[src/rtl/rdc_pkg.sv]
// Shared types and defaults for reload_down_counter: FSM state encoding,
// mode constants and default widths.
package rdc_pkg;

    typedef enum logic [1:0] {
        IDLE = 2'd0,
        RUN  = 2'd1,
        DONE = 2'd2
    } rdc_state_t;

    localparam logic MODE_ONESHOT = 1'b0;
    localparam logic MODE_RELOAD  = 1'b1;

    localparam int DEFAULT_WIDTH      = 9;
    localparam int DEFAULT_PRESCALE_W = 4;

endpackage : rdc_pkg

[src/rtl/rdc_prescaler.sv]
// Enable prescaler for reload_down_counter: emits tick once every prescale+1
// enabled cycles; clear restarts the interval.
module rdc_prescaler #(
    parameter int PRESCALE_W = 4
) (
    input  logic                  clk,
    input  logic                  rst_n,
    input  logic                  en,
    input  logic                  clear,
    input  logic [PRESCALE_W-1:0] prescale,
    output logic                  tick
);

    logic [PRESCALE_W-1:0] pre_cnt_q;
    logic [PRESCALE_W-1:0] pre_cnt_d;

    // >= rather than == so that lowering prescale mid-interval ticks at once
    assign tick = en && (pre_cnt_q >= prescale);

    always_comb begin
        pre_cnt_d = pre_cnt_q;
        if (clear || tick) begin
            pre_cnt_d = '0;
        end else if (en) begin
            pre_cnt_d = pre_cnt_q + 1'b1;
        end
    end

    always_ff @(posedge clk or negedge rst_n) begin
        if (!rst_n) begin
            pre_cnt_q <= '0;
        end else begin
            pre_cnt_q <= pre_cnt_d;
        end
    end

endmodule : rdc_prescaler

[src/rtl/reload_down_counter.sv]
// Loadable down counter with one-shot / auto-reload modes and a terminal-count
// pulse. The prescaler is built in only when RELOAD_DOWN_COUNTER_PRESCALE_EN is defined.
module reload_down_counter
    import rdc_pkg::*;
#(
    parameter int WIDTH      = DEFAULT_WIDTH,
    parameter int PRESCALE_W = DEFAULT_PRESCALE_W
) (
    input  logic                  clk,
    input  logic                  rst_n,
    input  logic                  en,
    input  logic                  load,
    input  logic [WIDTH-1:0]      load_value,
    input  logic [WIDTH-1:0]      reload_value,
    input  logic                  mode,
    input  logic [PRESCALE_W-1:0] prescale,
    output logic [WIDTH-1:0]      count,
    output logic                  tc,
    output logic                  done,
    output logic                  running
);

    localparam logic [WIDTH-1:0] ONE = WIDTH'(1);

    rdc_state_t       state_q, state_d;
    logic [WIDTH-1:0] count_q, count_d;
    logic             tc_q, tc_d;
    logic             done_q, done_d;
    logic             tick;

`ifdef RELOAD_DOWN_COUNTER_PRESCALE_EN
    rdc_prescaler #(
        .PRESCALE_W (PRESCALE_W)
    ) u_prescaler (
        .clk      (clk),
        .rst_n    (rst_n),
        .en       (en),
        .clear    (load),
        .prescale (prescale),
        .tick     (tick)
    );
`else
    logic unused_prescale;
    assign unused_prescale = ^prescale;
    assign tick            = en;
`endif

    always_comb begin
        state_d = state_q;
        count_d = count_q;
        tc_d    = 1'b0;
        done_d  = done_q;

        if (load) begin
            count_d = load_value;
            if (load_value != '0) begin
                state_d = RUN;
                done_d  = 1'b0;
            end else begin
                state_d = DONE;
                done_d  = 1'b1;
            end
        end else if (tick && (state_q == RUN)) begin
            if (count_q > ONE) begin
                count_d = count_q - ONE;
            end else if (mode == MODE_ONESHOT) begin
                count_d = '0;
                tc_d    = 1'b1;
                done_d  = 1'b1;
                state_d = DONE;
            end else begin
                // mode and reload_value only matter at this terminal tick
                tc_d = 1'b1;
                if (reload_value != '0) begin
                    count_d = reload_value;
                end else begin
                    count_d = '0;
                    done_d  = 1'b1;
                    state_d = DONE;
                end
            end
        end
    end

    always_ff @(posedge clk or negedge rst_n) begin
        if (!rst_n) begin
            state_q <= IDLE;
            count_q <= '0;
            tc_q    <= 1'b0;
            done_q  <= 1'b0;
        end else begin
            state_q <= state_d;
            count_q <= count_d;
            tc_q    <= tc_d;
            done_q  <= done_d;
        end
    end

    assign count   = count_q;
    assign tc      = tc_q;
    assign done    = done_q;
    assign running = (state_q == RUN);

endmodule : reload_down_counter

[config.mk]
export PLATFORM = sky130hd
export DESIGN_NAME = reload_down_counter
export DESIGN_NICKNAME = d
export VERILOG_FILES = /design/src/rtl/rdc_pkg.sv /design/src/rtl/rdc_prescaler.sv /design/src/rtl/reload_down_counter.sv
export SDC_FILE = /design/constraint.sdc
export NUM_CORES = 1
export LEC_CHECK = 0
export CELL_PAD_IN_SITES_DETAIL_PLACEMENT = 0
export CELL_PAD_IN_SITES_GLOBAL_PLACEMENT = 1
export CORE_MARGIN = 5
export CORE_UTILIZATION = 32
export DETAILED_ROUTE_END_ITERATION = 6
export PLACE_DENSITY = 0.92
export REMOVE_ABC_BUFFERS = 1
export SLEW_MARGIN = 0
export SYNTH_ARGS = -nofsm -noshare
export SYNTH_HDL_FRONTEND = slang
export SYNTH_SLANG_ARGS = --single-unit
[constraint.sdc]
create_clock -name clk -period 4 [get_ports clk]
set_clock_uncertainty 0.1 [all_clocks]
set_input_delay 0.8 -clock clk [delete_from_list [all_inputs] [get_ports clk]]
set_output_delay 0.8 -clock clk [all_outputs]
set_load 0.03 [all_outputs]
==> results of run 1 <==
power by group:
group | switching [uW] | internal, uW | total, uW
combinational | 88.3 | 78.9 | 167
clock | 48.5 | 55.4 | 104
sequential | 21.7 | 134 | 156
per-layer routing:
layer,global-route usage,routed length (um)
met1,0.184,1230
met2,0.229,1360
met3,0.0288,244
met4,0.0531,17
met5,0,0
state kept, by name, summed over array words and instances, names as in the netlist:
signal	count
tc	1
state_q	1
count	9
done	1
path summary, 6_finish.rpt:
| check | end | slack [ps] |
|---|---|---|
| setup / recovery | count[2] | 1590 |
| hold / removal | state_q[0]$_DFFE_PN0P_ | 450 |
| setup reg to reg | state_q[0]$_DFFE_PN0P_ | 2000 |
| hold reg to reg | state_q[0]$_DFFE_PN0P_ | 450 |
| max in group asynchronous | count[3]$_DFFE_PN0P_ | 2650 |
| min in group asynchronous | count[1]$_DFFE_PN0P_ | 780 |
kinds of logic (layout without fill, tap and decap cells):
group | count (synthesis) | in the layout | share of synthesized area
xor+xnor | 5 | 5 | 0.0489
simple gates | 42 | 42 | 0.269
mux | 4 | 4 | 0.0448
fa+ha+maj | 2 | 2 | 0.0280
buf+inv | 10 | 44 | 0.0462
flops | 12 | 12 | 0.336
compound gates | 28 | 28 | 0.228
synth_stat cells, types with 2 or more instances:
library cell,instances
dfrtp_1,12
nand2_1,9
nor4_1,2
and3_1,3
nor2_1,8
o211ai_1,2
a221o_1,4
nor3b_1,2
nand3_1,2
nor3_1,6
clkbuf_1,3
xnor2_1,4
a31oi_1,5
a21oi_1,6
ha_1,2
nor2b_1,3
o2111ai_1,2
and2_1,2
mux2i_1,4
inv_1,6
final cells by class:
cell class	instances	area (um2)
clock buffer	4	36.3
timing repair buffer	34	340
inverter	6	22.5
fill	285	1420
sequential	12	300
multi-input combinational	81	553
tap	31	38.8
metrics by stage:
step	hold WS [ps]	std cells	worst slack (ps)
floorplan	379	99	2070
global placement	406	164	1430
detailed placement	425	164	1390
CTS	448	168	1590
global route	461	168	1530
finish	449	168	1590
==> impl_metrics.py, run 1 <==
metrics = {
    "status": {
        "status": "completed",
    },
    "global_route": {
        "grt_antenna_before_repair": 0,
        "grt_max_degree": 17,
        "grt_overflow": 0,
        "grt.total_usage": 0.142,
        "grt_pass1_wl_um": 4580,
        "grt_pass1_vias": 1017,
    },
    "clocking": {
        "cts_tree": "yes",
        "cts-resized-gates": 0,
        "clockBufferDepth": 2,
        "clkLatencyLatePin_ps": 280,
        "cts.clk_slew.worst_paths_ps": 90,
        "cts_root_buf": "clkbuf_4",
        "cts.sinks": 12,
        "ctsHoldBuffers": 0,
        "numCtsBuffers": 3,
        "htreeDepth": 1,
        "postCtsSetupRepairBufs": 0,
    },
    "timing": {
        "rsz0062_at_grt": "no",
        "finalWorstPathRequiredPeriod_ps": 2410,
        "final.setup.tns_ps": 0,
        "setup_viol": 0,
        "maxSlewViolCount": 0,
        "fmax_mhz": 415,
        "period_share": 0.602,
        "hold_viol_final": 0,
        "slew_headroom": 0.613,
        "tightest_slew_ps": 579,
    },
    "worst_setup_path": {
        "cpPeakStageDelay_ps": 720,
        "critPathKind": "flop to output pin",
        "cp_cell_sequence": "clkdlybuf4s50_1",
        "reg2reg_from": "count[5]$_DFFE_PN0P_",
        "cp.buffers_inverters": 1,
        "cp_slowest_cell": "clkdlybuf4s50_1",
        "crit_fanout": 7,
        "worst_ep_required_time_ps": 3100,
        "rr_worst_depth": 4,
        "cp-start-kind": "flop",
        "critPathArrivalTime_ps": 1510,
        "path_depth": 1,
        "startpoint": "count[2]$_DFFE_PN0P_",
        "cp-end-kind": "output pin",
        "cp_top_family": "buffers and inverters",
    },
    "drt": {
        "vias": 996,
        "post-route-drc-count": 0,
        "vias_per_cell": 5.93,
        "routedWlPerCell_um": 17.0,
        "postRouteAntennaNets": 0,
        "firstDrtPassIters": 5,
        "wl_um": 2850,
        "drt_iter0_drc": 38,
    },
    "logic_synthesis": {
        "synth_cell_types": 36,
        "syn_inst": 103,
        "synth_area_leader_cell": "dfrtp_1",
        "synth_top_area_share": 0.336,
        "synthTopCellsByArea": "dfrtp_1 (34%), a221o_1 (4.5%), mux2i_1 (4.5%)",
        "synthArstFlopShare": 1.00,
        "synth-edff-count": 0,
        "synth_area_per_cell_um2": 8.69,
        "yosys_warnings": 0,
        "netlist_area_um2": 895,
        "ys.flop_type": "dfrtp_1",
        "ys_seq_area_frac": 0.336,
        "ys_seq_elements": 12,
    },
    "finish": {
        "syn_to_final_growth_pct": 44.3,
        "final_nets": 167,
        "final_cell_mix": "clkdlybuf4s50_1 (34), dfrtp_1 (12), nand2_1 (9)",
        "antenna_cells": 0,
        "design_area_um2": 1290,
        "final_core_util": 0.476,
        "layout_commonest_cell": "clkdlybuf4s50_1",
        "drive_above_1_share": 0.0438,
    },
    "placement": {
        "place_congestion": 0.862,
        "placed_area_um2": 1250,
        "dp_hpwl_um": 2190,
        "numPortBuffers": 34,
    },
    "pwr": {
        "ir_drop_v": 0.000196,
        "power_density_nw_per_um2": 330,
        "p_leak_uw": 0.000525,
        "power_uw": 427,
    },
    "job": {
        "cap_violations": 0,
    },
    "floorplan": {
        "ios": 39,
        "start_util": 0.330,
        "rows": 19,
        "die_y_um": 62.9,
        "core_um2": 2710,
        "dieArea_um2": 3950,
        "die-width_um": 62.9,
    },
    "worst_hold_path": {
        "min_from": "state_q[0]$_DFFE_PN0P_",
        "hold_depth": 1,
        "hold_class": "flop to flop",
    },
}
No activity file was read; power rests on OpenSTA's default activity.
==> run 2, diff against run 1 <==
--- a/config.mk
+++ b/config.mk
@@ -8,9 +8,9 @@
 export CELL_PAD_IN_SITES_DETAIL_PLACEMENT = 0
 export CELL_PAD_IN_SITES_GLOBAL_PLACEMENT = 1
 export CORE_MARGIN = 5
-export CORE_UTILIZATION = 32
+export CORE_UTILIZATION = 29
 export DETAILED_ROUTE_END_ITERATION = 6
-export PLACE_DENSITY = 0.92
+export PLACE_DENSITY = 0.86
 export REMOVE_ABC_BUFFERS = 1
 export SLEW_MARGIN = 0
 export SYNTH_ARGS = -nofsm -noshare
==> constraint.sdc (replaced) <==
create_clock -name clk -period 2.3 [get_ports clk]
set_clock_uncertainty 0.1 [all_clocks]
set_input_delay 0.46 -clock clk [delete_from_list [all_inputs] [get_ports clk]]
set_output_delay 0.46 -clock clk [all_outputs]
set_load 0.03 [all_outputs]
==> run 2 against run 1 <==
Against the previous run:
- register-to-register slack worse by 1700 ps
- sequential cell count stayed put
- die area is 8.7% higher
- combinational power is 83% higher
- largest cell class unchanged
- clock power is 72% higher
==> impl_metrics.py, run 2 (synthesis results as in run 1) <==
metrics = {
    "timing": {
        "fmax_mhz": 479,
        "maxSlewViolCount": 0,
        "setup_slack_ps": 213,
        "hold_viol_final": 0,
        "period_share": 0.907,
        "slew_headroom": 0.594,
        "rsz0062_at_grt": "no",
        "tightest_slew_ps": 605,
        "finalWorstPathRequiredPeriod_ps": 2090,
        "setup_viol": 0,
        "final.setup.tns_ps": 0,
    },
    "floorplan": {
        "die_y_um": 65.5,
        "core_um2": 3000,
        "dieArea_um2": 4300,
        "ios": 39,
        "rows": 20,
        "die-width_um": 65.5,
        "start_util": 0.298,
    },
    "finish": {
        "largest_reg_flops": 9,
        "syn_to_final_growth_pct": 49.6,
        "seqCellArea_um2": 300,
        "multi_input_area_um2": 553,
        "antenna_cells": 0,
        "nFillCells": 309,
        "layout_commonest_cell": "clkdlybuf4s50_1",
        "final_nets": 173,
        "final_cell_mix": "clkdlybuf4s50_1 (34), dfrtp_1 (12), nand2_1 (9)",
        "drive_above_1_share": 0.0839,
        "design_area_um2": 1340,
    },
    "clocking": {
        "postCtsSetupRepairBufs": 0,
        "cts_tree": "yes",
        "ctsHoldBuffers": 0,
        "cts-resized-gates": 0,
        "numCtsBuffers": 3,
        "cts_root_buf": "clkbuf_4",
        "clockBufferDepth": 2,
        "clkLatencyLatePin_ps": 290,
        "cts.clk_slew.worst_paths_ps": 80,
        "htreeDepth": 1,
        "cts.sinks": 12,
    },
    "pwr": {
        "p_seq_frac": 0.354,
        "combPwrFrac": 0.408,
        "p_sw_uw": 275,
        "ir_drop_v": 0.000245,
        "clock_power_share": 0.238,
        "power_uw": 751,
        "p_sw_frac": 0.367,
        "power_density_nw_per_um2": 561,
        "p_leak_uw": 0.000555,
        "intPower_uw": 475,
    },
    "global_route": {
        "grt_max_degree": 13,
        "grt_pass1_wl_um": 4860,
        "grt_pass1_vias": 962,
        "grt_antenna_before_repair": 0,
        "grt_overflow": 0,
        "grt.total_usage": 0.150,
    },
    "placement": {
        "placed_area_um2": 1300,
        "dp_hpwl_um": 2310,
        "numPortBuffers": 34,
        "place_congestion": 0.890,
        "dp_worst_setup_slack_ps": 246,
    },
    "worst_setup_path": {
        "cp-end-kind": "output pin",
        "critPathKind": "flop to output pin",
        "crit_fanout": 5,
        "startpoint": "count[3]$_DFFE_PN0P_",
        "worst_ep_required_time_ps": 1740,
        "reg2reg_from": "count[5]$_DFFE_PN0P_",
        "critPathArrivalTime_ps": 1530,
        "cp-start-kind": "flop",
    },
    "drt": {
        "postRouteAntennaNets": 0,
        "wl_um": 2890,
        "vias_per_cell": 5.70,
        "post-route-drc-count": 0,
        "firstDrtPassIters": 4,
        "vias": 1003,
        "routedWlPerCell_um": 16.4,
        "drt_iter0_drc": 42,
    },
    "job": {
        "cap_violations": 0,
    },
    "worst_hold_path": {
        "hold_class": "primary input to async pin",
    },
    "status": {
        "status": "completed",
    },
}
==> run 2: cell count changes in the layout (fill, tap and decap cells not counted), sizes merged <==
| cell | previous run | this run |
|---|---|---|
| buf | 0 | 6 |
==> run 2: path summary, 6_finish.rpt <==
path	cells after the start	endpoint	slack [ps]
max	2	count[3]	210
min	1	count[1]$_DFFE_PN0P_	440
max reg2reg	4	state_q[0]$_DFFE_PN0P_	260
min reg2reg	1	state_q[0]$_DFFE_PN0P_	450
min in group clk	1	state_q[0]$_DFFE_PN0P_	450
max in group asynchronous	1	count[0]$_DFFE_PN0P_	1280
==> run 2: final cells by class <==
class	count	area share
Clock buffer	4	0.0271
Inverter	6	0.0168
Multi-Input combinational cell	81	0.413
Sequential cell	12	0.224
Tap cell	33	0.0308
Timing Repair Buffer	40	0.288
==> run 2: routing by layer <==
metal | wire length, um | GRT usage
met2 | 1390 | 0.238
met5 | 0 | 0
met1 | 1240 | 0.195
met4 | 34 | 0.0699
met3 | 220 | 0.0274
==> run 2: power by group through the flow <==
stage          Clock, uW  Sequential, uW  Combinational [uW]
6_report             179             266                 306
5_1_grt              192             270                 330
4_1_cts              182             266                 306
3_5_place_dp           0             270                 305
3_3_place_gp           0             269                 298
2_1_floorplan          0             309                 123
==> run 2: stage by stage <==
step / hold slack (ps) / std cells / util
after global placement: 396 / 172 / 0.434
after floorplan: 64.4 / 99 / -
final: 439 / 176 / 0.446
after detailed placement: 440 / 172 / 0.434
after CTS: 449 / 176 / 0.446
after global routing: 481 / 176 / 0.446
==> run 2: critical path: stages, from the launching register on <==
cell and delay (ps):
dfrtp_1 400, buf_4 160, clkdlybuf4s50_1 680
==> run 3, diff against run 2 <==
--- a/config.mk
+++ b/config.mk
@@ -9,6 +9,7 @@
 export CELL_PAD_IN_SITES_GLOBAL_PLACEMENT = 1
 export CORE_MARGIN = 5
 export CORE_UTILIZATION = 29
+export CTS_CLUSTER_DIAMETER = 120
 export DETAILED_ROUTE_END_ITERATION = 6
 export PLACE_DENSITY = 0.86
 export REMOVE_ABC_BUFFERS = 1
==> results of run 3 <==
Same layout as run 2: the final DEF is identical, and so are final timing and power.
